==> config.mk <==
export PLATFORM = sky130hd
export DESIGN_NAME = uart_tx_framed
export DESIGN_NICKNAME = d
export VERILOG_FILES = /design/src/rtl/uart_tx_framed.sv
export SDC_FILE = /design/constraint.sdc
export NUM_CORES = 1
export LEC_CHECK = 0
export CAP_MARGIN = 40
export CELL_PAD_IN_SITES_DETAIL_PLACEMENT = 1
export CELL_PAD_IN_SITES_GLOBAL_PLACEMENT = 1
export CORE_ASPECT_RATIO = 0.5
export CORE_MARGIN = 4
export CORE_UTILIZATION = 37
export DETAILED_ROUTE_END_ITERATION = 12
export PLACE_DENSITY = 0.83
export SYNTH_ARGS = -nofsm -noshare
export SYNTH_HDL_FRONTEND = slang
export SYNTH_SLANG_ARGS = --single-unit
==> constraint.sdc <==
create_clock -name clk -period 1.85 [get_ports clk]
set_input_delay 0.555 -clock clk [delete_from_list [all_inputs] [get_ports clk]]
set_output_delay 0.555 -clock clk [all_outputs]
set_load 0.05 [all_outputs]
==> src/rtl/uart_tx_framed.sv <==
// UART transmitter with valid/ready word input, configurable data width, parity and stop bits.
// Frames go out LSB first behind a low start bit; the line idles high between frames.
module uart_tx_framed #(
  parameter int CLKS_PER_BIT = 217,
  parameter int DATA_BITS    = 8,
  parameter int PARITY       = 0,
  parameter int STOP_BITS    = 1
) (
  input  logic                 clk,
  input  logic                 rst,
  input  logic [DATA_BITS-1:0] tx_data,
  input  logic                 tx_valid,
  output logic                 tx_ready,
  output logic                 tx_serial,
  output logic                 tx_busy,
  output logic                 tx_done
);

  localparam int CW = $clog2(CLKS_PER_BIT);
  localparam int BW = $clog2(DATA_BITS + 1);

  localparam logic [CW-1:0] CLK_LAST  = CW'(CLKS_PER_BIT - 1);
  localparam logic [BW-1:0] DATA_LAST = BW'(DATA_BITS - 1);
  localparam logic [BW-1:0] STOP_LAST = BW'(STOP_BITS - 1);

  localparam logic [2:0] S_IDLE   = 3'd0;
  localparam logic [2:0] S_START  = 3'd1;
  localparam logic [2:0] S_DATA   = 3'd2;
  localparam logic [2:0] S_PARITY = 3'd3;
  localparam logic [2:0] S_STOP   = 3'd4;

  logic [2:0]           state, state_n;
  logic [CW-1:0]        clk_cnt, clk_cnt_n;
  logic [BW-1:0]        bit_cnt, bit_cnt_n;
  logic [DATA_BITS-1:0] shreg, shreg_n;
  logic                 par_bit, par_bit_n;
  logic                 serial_n;
  logic                 accept;
  logic                 bit_end;
  logic                 par_calc;

  assign tx_ready = (state == S_IDLE) && !rst;
  assign accept   = tx_valid && tx_ready;
  assign tx_busy  = (state != S_IDLE);
  assign bit_end  = (clk_cnt == CLK_LAST);
  assign tx_done  = (state == S_STOP) && bit_end && (bit_cnt == STOP_LAST);
  assign par_calc = (PARITY == 1) ? ~^tx_data : ^tx_data;

  // Next-state logic; the line level is derived from the next state so tx_serial is a plain flop.
  always_comb begin
    state_n   = state;
    clk_cnt_n = clk_cnt;
    bit_cnt_n = bit_cnt;
    shreg_n   = shreg;
    par_bit_n = par_bit;
    if (state == S_IDLE) begin
      if (accept) begin
        state_n   = S_START;
        shreg_n   = tx_data;
        par_bit_n = par_calc;
        clk_cnt_n = '0;
        bit_cnt_n = '0;
      end
    end else if (!bit_end) begin
      clk_cnt_n = clk_cnt + 1'b1;
    end else begin
      clk_cnt_n = '0;
      case (state)
        S_START: begin
          state_n   = S_DATA;
          bit_cnt_n = '0;
        end
        S_DATA: begin
          if (bit_cnt == DATA_LAST) begin
            state_n   = (PARITY != 0) ? S_PARITY : S_STOP;
            bit_cnt_n = '0;
          end else begin
            bit_cnt_n = bit_cnt + 1'b1;
            shreg_n   = shreg >> 1;
          end
        end
        S_PARITY: begin
          state_n   = S_STOP;
          bit_cnt_n = '0;
        end
        S_STOP: begin
          if (bit_cnt == STOP_LAST) begin
            state_n   = S_IDLE;
            bit_cnt_n = '0;
          end else begin
            bit_cnt_n = bit_cnt + 1'b1;
          end
        end
        default: begin
          state_n   = S_IDLE;
          bit_cnt_n = '0;
        end
      endcase
    end

    case (state_n)
      S_START:  serial_n = 1'b0;
      S_DATA:   serial_n = shreg_n[0];
      S_PARITY: serial_n = par_bit_n;
      default:  serial_n = 1'b1;
    endcase
  end

  always_ff @(posedge clk) begin
    if (rst) begin
      state     <= S_IDLE;
      clk_cnt   <= '0;
      bit_cnt   <= '0;
      shreg     <= '0;
      par_bit   <= 1'b0;
      tx_serial <= 1'b1;
    end else begin
      state     <= state_n;
      clk_cnt   <= clk_cnt_n;
      bit_cnt   <= bit_cnt_n;
      shreg     <= shreg_n;
      par_bit   <= par_bit_n;
      tx_serial <= serial_n;
    end
  end

endmodule
### After elaboration in Yosys (flattened, before gate mapping)

Cells that the tools add are included.

| storage, ports and cells | value |
|---|---|
| flip-flop bits (word level) | 25 |
| bits in latches | 0 |
| RAM bits | 0 |
| bits in read-only memories | 0 |
| output and inout bits | 4 |
| memories | 0 |

| operators by class | value |
|---|---|
| add/sub/neg operators | 2 |
| multipliers | 0 |
| div/mod/pow operators | 0 |
| order comparisons | 0 |
| equality and inequality tests | 11 |
| shifts and indexed selects | 0 |
| mux-type cells | 23 |
| bitwise gates (word level) | 0 |
| reductions and logical operators | 13 |

Operators with widths:

| operator | number |
|---|---|
| 2-to-1 mux 8 bit | 8 |
| 2-to-1 mux 4 bit | 5 |
| 2-to-1 mux 3 bit | 5 |
| equality test 3 x 2 -> 1 bit (second input constant) | 4 |
| case mux 3 bit (4 select lines) | 1 |
| adder 8 x 1 -> 8 bit (second input constant) | 1 |
| equality test 8 bit (second input constant) | 1 |
| case mux 4 bit (2 select lines) | 1 |
| parity 8 bit | 1 |
| equality test 3 x 1 -> 1 bit (second input constant) | 2 |
| adder 4 x 1 -> 4 bit (second input constant) | 1 |
| equality test 4 x 3 -> 1 bit (second input constant) | 1 |
| logical AND 1 bit | 4 |
| zero test 4 bit | 1 |
| != test 2 bit (second input constant) | 2 |
| AND reduction 4 bit | 1 |
| nonzero test 2 bit | 2 |
| equality test 3 bit (second input constant) | 1 |
| zero test 3 bit | 1 |
| case mux 1 bit (3 select lines) | 1 |
| nonzero test 3 bit | 1 |
| 2-to-1 mux 1 bit | 2 |
| AND reduction 2 bit | 1 |
| zero test 1 bit | 1 |

### Depth between registers and ports, before layout

| logic depth | value |
|---|---|
| depth in word-level cells | 7 |
| depth in mapped cells | 8 |

### Worst setup path after synthesis

Ideal clock, no wire load.

| timing path | value |
|---|---|
| path kind | reg-to-output |
| start | register clk_cnt[2] |
| end | output port tx_done |
| arrival time | 2,193 ps |
| data required time | 1,295 ps |
| slack | -898 ps |
| stages on the path, launching flop included | 5 |
| path through | dfxtp_1 or3b_4 or2_1 buf_6 nor3_1 |

| on the way | value |
|---|---|
| word-level cells in the longest chain between the ends | 3 |

Ends and longest elaborated chain:

| what | RTL line | RTL |
|---|---|---|
| from (decl) | 33 | `logic [CW-1:0] clk_cnt, clk_cnt_n;` |
| from (signal assigned) | 119 | `clk_cnt <= clk_cnt_n;` |
| equality test 8 bit | 45 | `assign bit_end = (clk_cnt == CLK_LAST);` |
| logical AND 1 bit (2 in series) | 46 | `assign tx_done = (state == S_STOP) && bit_end && (bit_cnt == STOP_LAST);` |
| to (decl) | 16 | `output logic tx_done` |

Every way passes these cells.

### Worst setup path in the final report

| timing path | value |
|---|---|
| start | register bit_cnt[1] |
| end | output port tx_done |

| on the way | value |
|---|---|
| word-level cells in the longest chain between the ends | 2 |

Ends and longest elaborated chain:

| what | RTL line | RTL |
|---|---|---|
| from (decl) | 34 | `logic [BW-1:0] bit_cnt, bit_cnt_n;` |
| from (signal assigned) | 120 | `bit_cnt <= bit_cnt_n;` |
| zero test 4 bit | 46 |  |
| logical AND 1 bit | 46 |  |

Every way passes these cells.

==> flow_summary_export.csv <==
group,metric,value,unit
run_status,status,"complete, but fails checks",
run_status,violations,"negative setup slack",
power,total_power,1.17,mW
power,ir_worst_vdd,0.322,mV
finish,syn2layout_area_growth,50.6,%
routing,num_vias,1567,
synth,yosysTopAreaCell,"dfxtp_1",
synth,synth_area_leaders,"dfxtp_1 (36%), nor2_1 (6.2%), xnor2_1 (4.4%), a222oi_1 (4.3%), a21oi_1 (4.0%)",
synth,synth.net_count,178,
worst_setup_path,slowest_delay,410,ps
placed_design,hpwl,3050,µm
sta,worst_slew_pin_slew,384,ps
floorplanning,start_util,39.5,%
worst_setup_path,endpoint_kind,"output pin",
global_route,grt_max_degree,23,
sta,slew_headroom,74.1,%
floorplanning,fp.coreArea,0.00351,mm²
placed_design,post_dp_cell_area,0.00182,mm²
sta,hold_viol,0,
worst_setup_path,path_cells,"inv_1 -> ha_1 -> or3b_4 -> nor3_4 -> buf_12",
clock_tree,cts_sinks,25,
placed_design,place_ws,-318,ps
synth,ys_ff_latch,25,
floorplanning,dieArea,0.00485,mm²
sta,setup_slack,-331,ps
sta,setup_tns,-1970,ps
run,max_cap_viol_count,0,
floorplanning,rows,15,
sta,period_needed,2180,ps
global_route,grt_pass1_vias,1561,
routing,drt-pass1-iter-count,5,
synth,synth.most_common_cell,"dfxtp_1",
finish,insertedDiodeCount,0,
sta,skew,9.47,ps
synth,syn_area_per_cell,8.51,µm²
clock_tree,cts.path.max_buffers,2,
global_route,antenna_found_initial,0,
global_route,grt_pass1_wl,7990,µm
synth,ys_top_cells_by_count,"dfxtp_1 (25), nor2_1 (23), a21oi_1 (11)",
synth,synth-edff-count,0,
clock_tree,cts_buffers,3,
clock_tree,clk_latency,270,ps
finish,drive_gt1_share,39.9,%
synth,yosys_warnings,0,
routing,drcViolationCount,0,
clock_tree,clk_pin_slew,90,ps
routing,wl,5850,µm
routing,vias_per_cell,5.83,
worst_setup_path,cp.arrival,1630,ps
worst_setup_path,reg2reg_slack,-250,ps
floorplanning,die_w,94.6,µm
sta,slew_viol_final,0,
sta,fin_crit_sh,118,%
placed_design,gp_congestion,0.771,
routing,wire_per_inst,21.7,µm
synth,synth_cells,163,
synth,synth_top_area_share,36.1,%
finish,stdcell_area,0.00209,mm²
clock_tree,cts_tree,"done",
synth,synth.distinct_cells,46,
worst_setup_path,cp-start-kind,"register",
worst_setup_path,worstSetupPathType,"register to output pin",
power,power_density,560,mW/mm²
global_route,grt_use_total,21.5,%
min_path,hp-class,"register to register",
synth,async_flop_share,0,%
clock_tree,cts_max_level,1,
routing,ant_nets,0,
clock_tree,root_buffer,"clkbuf_8",
placed_design,port_buffers,14,
synth,syn_area,0.00139,mm²
routing,drtIter0Drc,118,
synth,synth_ff_type,"dfxtp_1",
floorplanning,die_h,51.3,µm
synth,synth_seq_area_share,36.1,%
sta,finalSetupViolCount,14,
clock_tree,hold_buffers,0,
global_route,grt_overflow_total,0,
sta,fmax,458,MHz
worst_setup_path,cp_slowest_cell,"or3b_4",
worst_setup_path,worstPathRequired,1290,ps
sta,rsz0062_at_grt,"yes",
floorplanning,io_pins,15,
finish,layout.nets,234,
worst_setup_path,path_max_fanout,4,
power,leakage,0.803,nW
[where the power goes]
| part | internal [mW] | switching (mW) |
|---|---|---|
| clock network | 0.154 | 0.177 |
| registers | 0.553 | 0.0122 |
| logic | 0.129 | 0.146 |
| total | 0.836 | 0.335 |
[cells in the final DEF (no fill, tap or decap), types with 2 or more instances in the layout]
cell type | synthesis | final
a21oi_1 | 11 | 9
a21oi_2 | 0 | 2
a222oi_1 | 6 | 6
a22oi_1 | 2 | 2
a31oi_1 | 3 | 3
and2_1 | 3 | 3
buf_12 | 0 | 2
buf_4 | 1 | 44
buf_6 | 1 | 3
clkbuf_8 | 0 | 3
clkdlybuf4s50_1 | 0 | 9
dfxtp_1 | 25 | 19
dfxtp_2 | 0 | 5
ha_1 | 4 | 3
inv_1 | 5 | 3
inv_2 | 1 | 3
nand2_1 | 9 | 7
nand2_4 | 0 | 2
nand2b_1 | 2 | 2
nand3_1 | 3 | 3
nand3b_1 | 2 | 2
nor2_1 | 23 | 21
nor2_4 | 0 | 2
nor2b_1 | 4 | 4
nor3_1 | 3 | 2
nor3_4 | 1 | 3
o21ai_0 | 9 | 4
o21ai_1 | 1 | 4
or3_1 | 4 | 4
or3b_4 | 1 | 2
or4_1 | 3 | 2
xnor2_1 | 7 | 7
[stage by stage]
| step | hold WS (ps) | instances | utilization, % |
|---|---|---|---|
| after floorplan | 460 | 163 | - |
| after global placement | 481 | 251 | 51.7 |
| after detailed placement | 505 | 251 | 51.7 |
| after CTS | 531 | 259 | 54.8 |
| after global routing | 600 | 269 | 59.5 |
| final | 562 | 269 | 59.5 |
[sequential cells by signal, indices dropped and copies added, names as in the netlist]
register and cells:
bit_cnt 4, clk_cnt 8, par_bit 1, shreg 8
state 3, tx_serial 1
[routing by layer]
layer / vias up / track usage (%) / wire length, µm
met1: 782 / 25.5 / 2570
met2: 58 / 37.7 / 2770
met5: - / 0 / 0
met3: 22 / 4.85 / 283
li1: 705 / - / -
met4: 0 / 8.85 / 225
[critical path: cells and delay by family (launching register included)]
kind,cells,cell delay [ps]
adder cells (fa/ha/maj),1,140
buffers and inverters,2,240
flip-flops,1,340
AND/OR/NAND/NOR,2,620
[worst paths after layout]
| path | cells past startpoint | endpoint | startpoint |
|---|---|---|---|
| max | 5 | tx_done | bit_cnt[1] |
| min | 2 | shreg[6] | shreg[6] |
| max reg2reg | 11 | bit_cnt[0] | clk_cnt[0] |
| min reg2reg | 2 | shreg[6] | shreg[6] |
[final cells by class]
| class | instances | area, µm² |
|---|---|---|
| Tap cell | 51 | 63.8 |
| Inverter | 6 | 22.5 |
| Sequential cell | 25 | 510 |
| Clock buffer | 4 | 45.0 |
| Timing Repair Buffer | 59 | 503 |
| Multi-Input combinational cell | 124 | 945 |
| Fill cell | 405 | 1420 |
[logic make-up after synthesis]
kind of cell    count (synthesis)  share of synthesized area, %
compound gates                 41                          21.6
xor+xnor                        7                          4.42
fa+ha+maj                       4                          3.61
buf+inv                        14                          4.78
flops                          25                          36.1
mux                             2                          1.53
simple gates                   70                          28.0
[timing repair]
action	CTS	global route
pin swaps	11	14
endpoints found under the setup margin	16	15
setup buffers	4	12
resized for setup	13	28
Power figures use the tool's default switching activity.
